`src/rtl/types_pkg.sv`:
```
// Shared types for the data-memory arbiter: store-buffer sizing, FSM states,
// store-buffer entry layout and the ROB flush-window test.
package types_pkg;

    localparam int STBUF_DEPTH = 2;
    localparam int SB_PTR_W    = 1;
    localparam int SB_CNT_W    = 2;

    localparam logic [2:0] F3_LW  = 3'b010;
    localparam logic [2:0] F3_LBU = 3'b100;

    typedef enum logic [0:0] {
        S_IDLE    = 1'b0,
        S_RD_WAIT = 1'b1
    } fsm_state_e;

    typedef struct packed {
        logic [31:0] addr;
        logic [31:0] data;
        logic        sh;
        logic        valid;
    } sb_entry_t;

    // True when tag lies strictly between the mispredicted branch and the ROB tail, mod 16.
    function automatic logic in_flush_range(input logic [4:0] tag,
                                            input logic [4:0] br_tag,
                                            input logic [4:0] tail_tag);
        logic [4:0] d_tag;
        logic [4:0] d_tail;
        d_tag  = (tag - br_tag) & 5'h0F;
        d_tail = (tail_tag - br_tag) & 5'h0F;
        return (d_tag != 5'd0) && (d_tag < d_tail);
    endfunction

endpackage

```
`src/rtl/store_buffer.sv`:
```
// In-order FIFO of retired stores with per-entry word-address match outputs
// used by the arbiter to hold back loads that would read stale memory.
module store_buffer
    import types_pkg::*;
(
    input  logic                   clk,
    input  logic                   reset,
    input  logic                   i_enq,
    input  logic [31:0]            i_enq_addr,
    input  logic [31:0]            i_enq_data,
    input  logic                   i_enq_sh,
    input  logic                   i_deq,
    input  logic [29:0]            i_cmp_waddr,
    output sb_entry_t              o_head,
    output logic                   o_full,
    output logic [STBUF_DEPTH-1:0] o_hit
);

    logic [SB_PTR_W-1:0] r_wr_ptr;
    logic [SB_PTR_W-1:0] r_rd_ptr;
    logic [SB_CNT_W-1:0] r_count;
    logic                w_do_enq;
    logic                w_do_deq;
    sb_entry_t           w_entries [STBUF_DEPTH];

    // Enqueue while full is dropped: the LSQ must not retire a store against sb_full.
    assign o_full   = (r_count == SB_CNT_W'(STBUF_DEPTH));
    assign w_do_enq = i_enq && !o_full;
    assign w_do_deq = i_deq && o_head.valid;
    assign o_head   = w_entries[r_rd_ptr];

    generate
        for (genvar gi = 0; gi < STBUF_DEPTH; gi++) begin : g_entry
            sb_entry_t r_entry;

            always_ff @(posedge clk or posedge reset) begin
                if (reset) begin
                    r_entry <= '0;
                end else if (w_do_enq && (r_wr_ptr == SB_PTR_W'(gi))) begin
                    r_entry <= '{addr: i_enq_addr, data: i_enq_data, sh: i_enq_sh, valid: 1'b1};
                end else if (w_do_deq && (r_rd_ptr == SB_PTR_W'(gi))) begin
                    r_entry.valid <= 1'b0;
                end
            end

            assign w_entries[gi] = r_entry;
            assign o_hit[gi]     = r_entry.valid && (r_entry.addr[31:2] == i_cmp_waddr);
        end
    endgenerate

    always_ff @(posedge clk or posedge reset) begin
        if (reset) begin
            r_wr_ptr <= '0;
            r_rd_ptr <= '0;
            r_count  <= '0;
        end else begin
            if (w_do_enq) r_wr_ptr <= r_wr_ptr + 1'b1;
            if (w_do_deq) r_rd_ptr <= r_rd_ptr + 1'b1;
            case ({w_do_enq, w_do_deq})
                2'b10:   r_count <= r_count + 1'b1;
                2'b01:   r_count <= r_count - 1'b1;
                default: r_count <= r_count;
            endcase
        end
    end

endmodule

```
`src/rtl/dmem_arbiter.sv`:
```
// Single-port data-memory arbiter: drains retired stores from a small buffer and
// issues loads, returning load results to the CDB one cycle after issue.
module dmem_arbiter
    import types_pkg::*;
(
    input  logic        clk,
    input  logic        reset,
    input  logic        st_valid,
    input  logic [31:0] st_addr,
    input  logic [31:0] st_data,
    input  logic        st_sh,
    input  logic        ld_valid,
    input  logic [31:0] ld_addr,
    input  logic [2:0]  ld_func3,
    input  logic [6:0]  ld_pd,
    input  logic [4:0]  ld_rob_tag,
    output logic        ld_ready,
    input  logic        mispredict,
    input  logic [4:0]  mispredict_tag,
    input  logic [4:0]  curr_rob_tag,
    output logic        mem_en,
    output logic        mem_we,
    output logic [31:0] mem_addr,
    output logic [31:0] mem_wdata,
    output logic [3:0]  mem_wstrb,
    input  logic [31:0] mem_rdata,
    output logic        wb_valid,
    output logic [31:0] wb_data,
    output logic [6:0]  wb_pd,
    output logic [4:0]  wb_rob_tag,
    output logic        sb_full
);

    fsm_state_e             r_state;
    logic [6:0]             r_ld_pd;
    logic [4:0]             r_ld_rob_tag;
    logic [2:0]             r_ld_func3;
    logic [1:0]             r_ld_byte;
    sb_entry_t              w_head;
    logic                   w_full;
    logic [STBUF_DEPTH-1:0] w_hit;
    logic                   w_idle;
    logic                   w_hazard;
    logic                   w_ld_go;
    logic                   w_drain;
    logic                   w_squash;

    store_buffer u_store_buffer (
        .clk         (clk),
        .reset       (reset),
        .i_enq       (st_valid),
        .i_enq_addr  (st_addr),
        .i_enq_data  (st_data),
        .i_enq_sh    (st_sh),
        .i_deq       (w_drain),
        .i_cmp_waddr (ld_addr[31:2]),
        .o_head      (w_head),
        .o_full      (w_full),
        .o_hit       (w_hit)
    );

    // A store being retired this very cycle is older than the load, so it also blocks it.
    assign w_hazard = (|w_hit) || (st_valid && !w_full && (st_addr[31:2] == ld_addr[31:2]));
    assign w_idle   = (r_state == S_IDLE) && !reset;
    assign w_ld_go  = w_idle && !w_full && ld_valid && !w_hazard;
    assign w_drain  = w_idle && w_head.valid && !w_ld_go;
    assign ld_ready = w_ld_go;
    assign sb_full  = w_full;

    always_comb begin
        mem_en    = 1'b0;
        mem_we    = 1'b0;
        mem_addr  = '0;
        mem_wdata = '0;
        mem_wstrb = '0;
        if (w_ld_go) begin
            mem_en   = 1'b1;
            mem_addr = ld_addr & ~32'h3;
        end else if (w_drain) begin
            mem_en   = 1'b1;
            mem_we   = 1'b1;
            mem_addr = w_head.addr & ~32'h3;
            if (w_head.sh) begin
                mem_wstrb = w_head.addr[1] ? 4'b1100 : 4'b0011;
                mem_wdata = w_head.addr[1] ? {w_head.data[15:0], 16'h0000} : w_head.data;
            end else begin
                mem_wstrb = 4'b1111;
                mem_wdata = w_head.data;
            end
        end
    end

    assign w_squash = mispredict && in_flush_range(r_ld_rob_tag, mispredict_tag, curr_rob_tag);
    assign wb_valid = (r_state == S_RD_WAIT) && !w_squash;

    always_comb begin
        wb_data    = '0;
        wb_pd      = '0;
        wb_rob_tag = '0;
        if (wb_valid) begin
            wb_pd      = r_ld_pd;
            wb_rob_tag = r_ld_rob_tag;
            case (r_ld_func3)
                F3_LW:   wb_data = mem_rdata;
                F3_LBU:  wb_data = {24'h000000, mem_rdata[8*r_ld_byte +: 8]};
                default: wb_data = '0;
            endcase
        end
    end

    always_ff @(posedge clk or posedge reset) begin
        if (reset) begin
            r_state      <= S_IDLE;
            r_ld_pd      <= '0;
            r_ld_rob_tag <= '0;
            r_ld_func3   <= '0;
            r_ld_byte    <= '0;
        end else begin
            case (r_state)
                S_IDLE: begin
                    if (w_ld_go) begin
                        r_state      <= S_RD_WAIT;
                        r_ld_pd      <= ld_pd;
                        r_ld_rob_tag <= ld_rob_tag;
                        r_ld_func3   <= ld_func3;
                        r_ld_byte    <= ld_addr[1:0];
                    end
                end
                S_RD_WAIT: r_state <= S_IDLE;
            endcase
        end
    end

endmodule
```
`config.mk`:
```
export PLATFORM = sky130hd
export DESIGN_NAME = dmem_arbiter
export DESIGN_NICKNAME = d
export VERILOG_FILES = /design/src/rtl/types_pkg.sv /design/src/rtl/store_buffer.sv /design/src/rtl/dmem_arbiter.sv
export SDC_FILE = /design/constraint.sdc
export NUM_CORES = 1
export LEC_CHECK = 0
export ABC_CLOCK_PERIOD_IN_PS = 8480
export CORE_MARGIN = 3
export CORE_UTILIZATION = 45
export CTS_CLUSTER_DIAMETER = 50
export DETAILED_ROUTE_END_ITERATION = 7
export GPL_TIMING_DRIVEN = 0
export HOLD_SLACK_MARGIN = 0.08
export PLACE_DENSITY = 0.76
export SLEW_MARGIN = 20
export SYNTH_ARGS = -nofsm -noshare
export SYNTH_HDL_FRONTEND = slang
export SYNTH_SLANG_ARGS = --single-unit
```
`constraint.sdc`:
```
create_clock -name clk -period 8.48 [get_ports clk]
set_clock_uncertainty 0.05 [all_clocks]
set_input_delay 1.696 -clock clk [delete_from_list [all_inputs] [get_ports clk]]
set_output_delay 1.696 -clock clk [all_outputs]
set_load 0.1 [all_outputs]
```
==> qor.txt <==
STATUS
--------------------------------------------------------------------------------
Outcome                                                             complete, no violations

YOSYS
--------------------------------------------------------------------------------
Number of flip-flops and latches in the synthesized netlist                  152
Synthesized instance count                                                   792
Average cell area after synthesis                                      12.0 um^2
Cell type with the highest aggregate area in the netlist            sky130_fd_sc_hd__dfrtp_1
Top cells by count, synth                                           sky130_fd_sc_hd__dfrtp_1 (152), sky130_fd_sc_hd__mux2_2 (145), sky130_fd_sc_hd__xnor2_1 (97)
Synth warnings                                                                 0
Yosys top cell area share                                                  40.0%
Distinct cells, synth                                                         42
Mapped Area                                                            9520 um^2
Portion of netlist area occupied by mux cells                              32.1%
XOR/XNOR share of the synthesized area                                     9.20%
Dominant combinational cell family by area after synthesis          multiplexers
Share of synthesized cell area in and, or, nand and nor gates              8.90%
Main synth FF type                                                  sky130_fd_sc_hd__dfrtp_1
Largest cells by area after synthesis                               sky130_fd_sc_hd__dfrtp_1 (40%), sky130_fd_sc_hd__mux2_2 (17%), sky130_fd_sc_hd__xnor2_1 (8.9%)
Number of synthesized flops with an enable pin                                 0
Sequential cell area fraction in the yosys report                          40.0%
Adder and majority cell fraction of the synthesized area                   1.74%
Dominant cell by count in the synthesized netlist                   sky130_fd_sc_hd__dfrtp_1
Area fraction in compound gates after synthesis                            4.17%
Share of synthesized flip-flops with an asynchronous set or reset           100%

DETAILED ROUTING
--------------------------------------------------------------------------------
Remaining routing DRC violations                                               0
Number of vias in the routed layout                                         7354
Wire length per cell after detailed routing                              20.9 um
Initial DRT Pass Iterations                                                    4
Wire length reported by the detailed router                             28600 um
Count of antenna-violating nets left after detailed routing                    0
Via-to-Cell Ratio                                                           5.38
First-iteration detailed-routing DRC count                                   429

GLOBAL ROUTING
--------------------------------------------------------------------------------
Total global routing track utilization                                     24.9%
Global-route wire length before repair                                  43200 um
Vias in the first global route                                              7625
Overall overflow remaining after global route                                  0
Initial antenna violation count                                                0
Maximum number of pins on one net before global-route repair                  86

STA
--------------------------------------------------------------------------------
Setup violators final                                                          0
Number of hold violations in the final report                                  0
Minimum period implied by the final worst setup slack                    7380 ps
TNS Setup                                                                   0 ps
Max-Slew Margin vs Limit                                                   27.2%
RSZ-0062 raised after global routing                                       false
Period Utilization, post-route                                             87.0%
Max Clock Freq                                                           135 MHz
Max-slew violation count                                                       0
Measured slew at the worst slew-check pin                                1090 ps

SETUP PATH
--------------------------------------------------------------------------------
Kind of launch point of the worst setup path                           input pin
Critical path capture point                                           wb_data[4]
Worst setup startpoint                                              mispredict_tag[1]
Reg-to-reg critical path endpoint                                   u_store_buffer.r_count[1]
R2R setup slack                                                          5770 ps
Register-to-Register Path Depth                                               10
Worst Path Required                                                      6730 ps
Worst EP arrival                                                         5630 ps
Maximum fanout count along the critical path                                  10
Endpoint kind of the worst setup timing path                          output pin
Kind of critical path                                               input pin to output pin
Worst r2r src                                                       u_store_buffer.g_entry[1].r_entry[49]

DIE
--------------------------------------------------------------------------------
Initial core utilization                                                   46.4%
Width of the die                                                          151 um
Core area                                                             20500 um^2
I/O Pins                                                                     276
Die height                                                                151 um
Number of standard-cell rows in the floorplan                                 52
Area enclosed by the die boundary                                     22900 um^2

FINISH
--------------------------------------------------------------------------------
Area overhead of the layout relative to synthesis                          39.1%
Number of nets in the finished design                                       1254
N_diodes                                                                       0
Proportion of layout cells with a drive suffix above 1                     24.8%
Filler Cells Inserted                                                       1676
Register area                                                          3800 um^2
Area of the multi-input gates                                          5350 um^2

PWR
--------------------------------------------------------------------------------
Pwr/cell area                                                        422 nW/um^2
Total power                                                              5.59 mW
Worst vdd ir                                                            0.313 mV
Lkg Pwr                                                                  5.48 nW

MIN PATH
--------------------------------------------------------------------------------
Worst min-delay path startpoint                                     u_store_buffer.r_count[1]
Path type of the worst min-delay path                               flop to flop

CTS
--------------------------------------------------------------------------------
Deepest clock path buffer count                                                2
Clock tree sinks                                                             152
Clock tree from TritonCTS                                                    yes
Count of cells resized by post-cts repair                                      0
CTS clock-pin slew for the worst setup and hold paths                      60 ps
H-Tree Level Count                                                             4
Post-CTS Setup Bufs                                                            0
Latest clock arrival within the worst-skew pair                           420 ps
Number of clock buffers inserted by TritonCTS                                 17
Cts hold-fix bufs                                                              0
Root buffer cell                                                    sky130_fd_sc_hd__clkbuf_16

PLACEMENT
--------------------------------------------------------------------------------
IO Port Bufs                                                                 270
Detailed Place HPWL                                                     21800 um
GPL Wtd Cong                                                               0.877

RUN
--------------------------------------------------------------------------------
Number of maximum-capacitance violations                                       0

-- state kept, by name (all words and copies together), names as in the netlist --
signal                          flops
u_store_buffer.r_rd_ptr             1
r_state                             1
r_ld_func3                          3
r_ld_byte                           2
r_ld_pd                             7
r_ld_rob_tag                        5
u_store_buffer.g_entry.r_entry    130
u_store_buffer.r_count              2
u_store_buffer.r_wr_ptr             1
-- logic make-up after synthesis --
logic type,count (synthesis)
compound gates,58
mux,246
xor+xnor,100
other cells,1
flops,152
buf+inv,69
simple gates,154
fa+ha+maj,12
-- metal layers --
metal / share of wire [%] / global-route usage (%) / wire (um) / up-vias
met4: 1.5 / 6.75 / 433 / 0
met3: 9.3 / 6.82 / 2650 / 29
met2: 48 / 41.7 / 13800 / 316
li1: - / - / - / 3390
met1: 41 / 31.9 / 11700 / 3619
met5: 0 / 0 / 0 / -
-- worst min path at each step --
stage / endpoint / depth (start not counted)
final: u_store_buffer.r_count[1] / 1
after global routing: u_store_buffer.r_count[1] / 1
after CTS: u_store_buffer.r_count[1] / 1
after detailed placement: u_store_buffer.r_count[1] / 1
after global placement: u_store_buffer.r_count[1] / 1
after floorplan: u_store_buffer.r_count[1] / 1
-- cells in the final DEF, fill, tap and decap left out, types with 3 or more instances in the layout --
master / netlist / routed
sky130_fd_sc_hd__mux4_2: 16 / 16
sky130_fd_sc_hd__nand4_1: 21 / 21
sky130_fd_sc_hd__nor4_1: 6 / 6
sky130_fd_sc_hd__xor2_1: 3 / 3
sky130_fd_sc_hd__mux2_1: 7 / 7
sky130_fd_sc_hd__buf_4: 6 / 6
sky130_fd_sc_hd__and2_1: 53 / 53
sky130_fd_sc_hd__a21boi_0: 8 / 8
sky130_fd_sc_hd__clkdlybuf4s50_1: 0 / 270
sky130_fd_sc_hd__a21o_1: 3 / 3
sky130_fd_sc_hd__nor2_1: 39 / 39
sky130_fd_sc_hd__o21ai_0: 10 / 10
sky130_fd_sc_hd__a211oi_1: 8 / 8
sky130_fd_sc_hd__clkbuf_16: 0 / 17
sky130_fd_sc_hd__ha_1: 10 / 10
sky130_fd_sc_hd__nand2_1: 6 / 6
sky130_fd_sc_hd__mux2i_1: 38 / 38
sky130_fd_sc_hd__nand2b_1: 3 / 3
sky130_fd_sc_hd__and3_1: 17 / 17
sky130_fd_sc_hd__inv_1: 17 / 16
sky130_fd_sc_hd__a211o_1: 8 / 8
sky130_fd_sc_hd__xnor2_1: 97 / 97
sky130_fd_sc_hd__clkbuf_1: 15 / 18
sky130_fd_sc_hd__mux2_4: 40 / 40
sky130_fd_sc_hd__a21oi_1: 14 / 14
sky130_fd_sc_hd__bufinv_16: 0 / 5
sky130_fd_sc_hd__nand3_1: 5 / 5
sky130_fd_sc_hd__buf_6: 8 / 8
sky130_fd_sc_hd__dfrtp_1: 152 / 152
sky130_fd_sc_hd__buf_2: 19 / 19
sky130_fd_sc_hd__mux2_2: 145 / 145
-- report_power, final --
group          switching [mW]  internal, mW  total, mW  leakage (nW)
Sequential              0.277          1.10       1.38          1.79
Clock                   0.307         0.532      0.839         0.312
Combinational            2.04          1.33       3.37          3.38
Total                    2.62          2.97       5.59          5.48
-- worst max-delay path, cell delays in order --
cell	delay, ps
sky130_fd_sc_hd__clkdlybuf4s50_1	510
sky130_fd_sc_hd__inv_1	110
sky130_fd_sc_hd__ha_1	290
sky130_fd_sc_hd__nor2b_1	120
sky130_fd_sc_hd__o21ai_0	190
sky130_fd_sc_hd__and3_1	200
sky130_fd_sc_hd__nor2_1	50
sky130_fd_sc_hd__ha_1	280
sky130_fd_sc_hd__a21oi_1	80
sky130_fd_sc_hd__a21oi_1	230
sky130_fd_sc_hd__clkbuf_1	370
sky130_fd_sc_hd__a21boi_0	320
sky130_fd_sc_hd__clkdlybuf4s50_1	1190
-- per-stage QoR --
stage / area, um^2 / hold slack [ps] / util, % / cells / setup WS, ps
2_1_floorplan: 9520 / 393 / - / 793 / 1110
3_3_place_gp: 12600 / 408 / 61.3 / 1333 / 341
3_5_place_dp: 12600 / 410 / 61.5 / 1334 / 1130
4_1_cts: 13200 / 424 / 64.6 / 1366 / 1090
5_1_grt: 13200 / 453 / 64.6 / 1366 / 809
6_report: 13200 / 417 / 64.6 / 1366 / 1100
-- cell type report --
cell class	count	area share, %
timing repair buffer	271	20.6
clock inverter	11	1.46
buffer	51	2.27
clock buffer	21	3.40
sequential	152	28.7
inverter	18	0.586
multi-input combinational	572	40.4
tap	270	2.55
(Power assumes the default switching activity.)
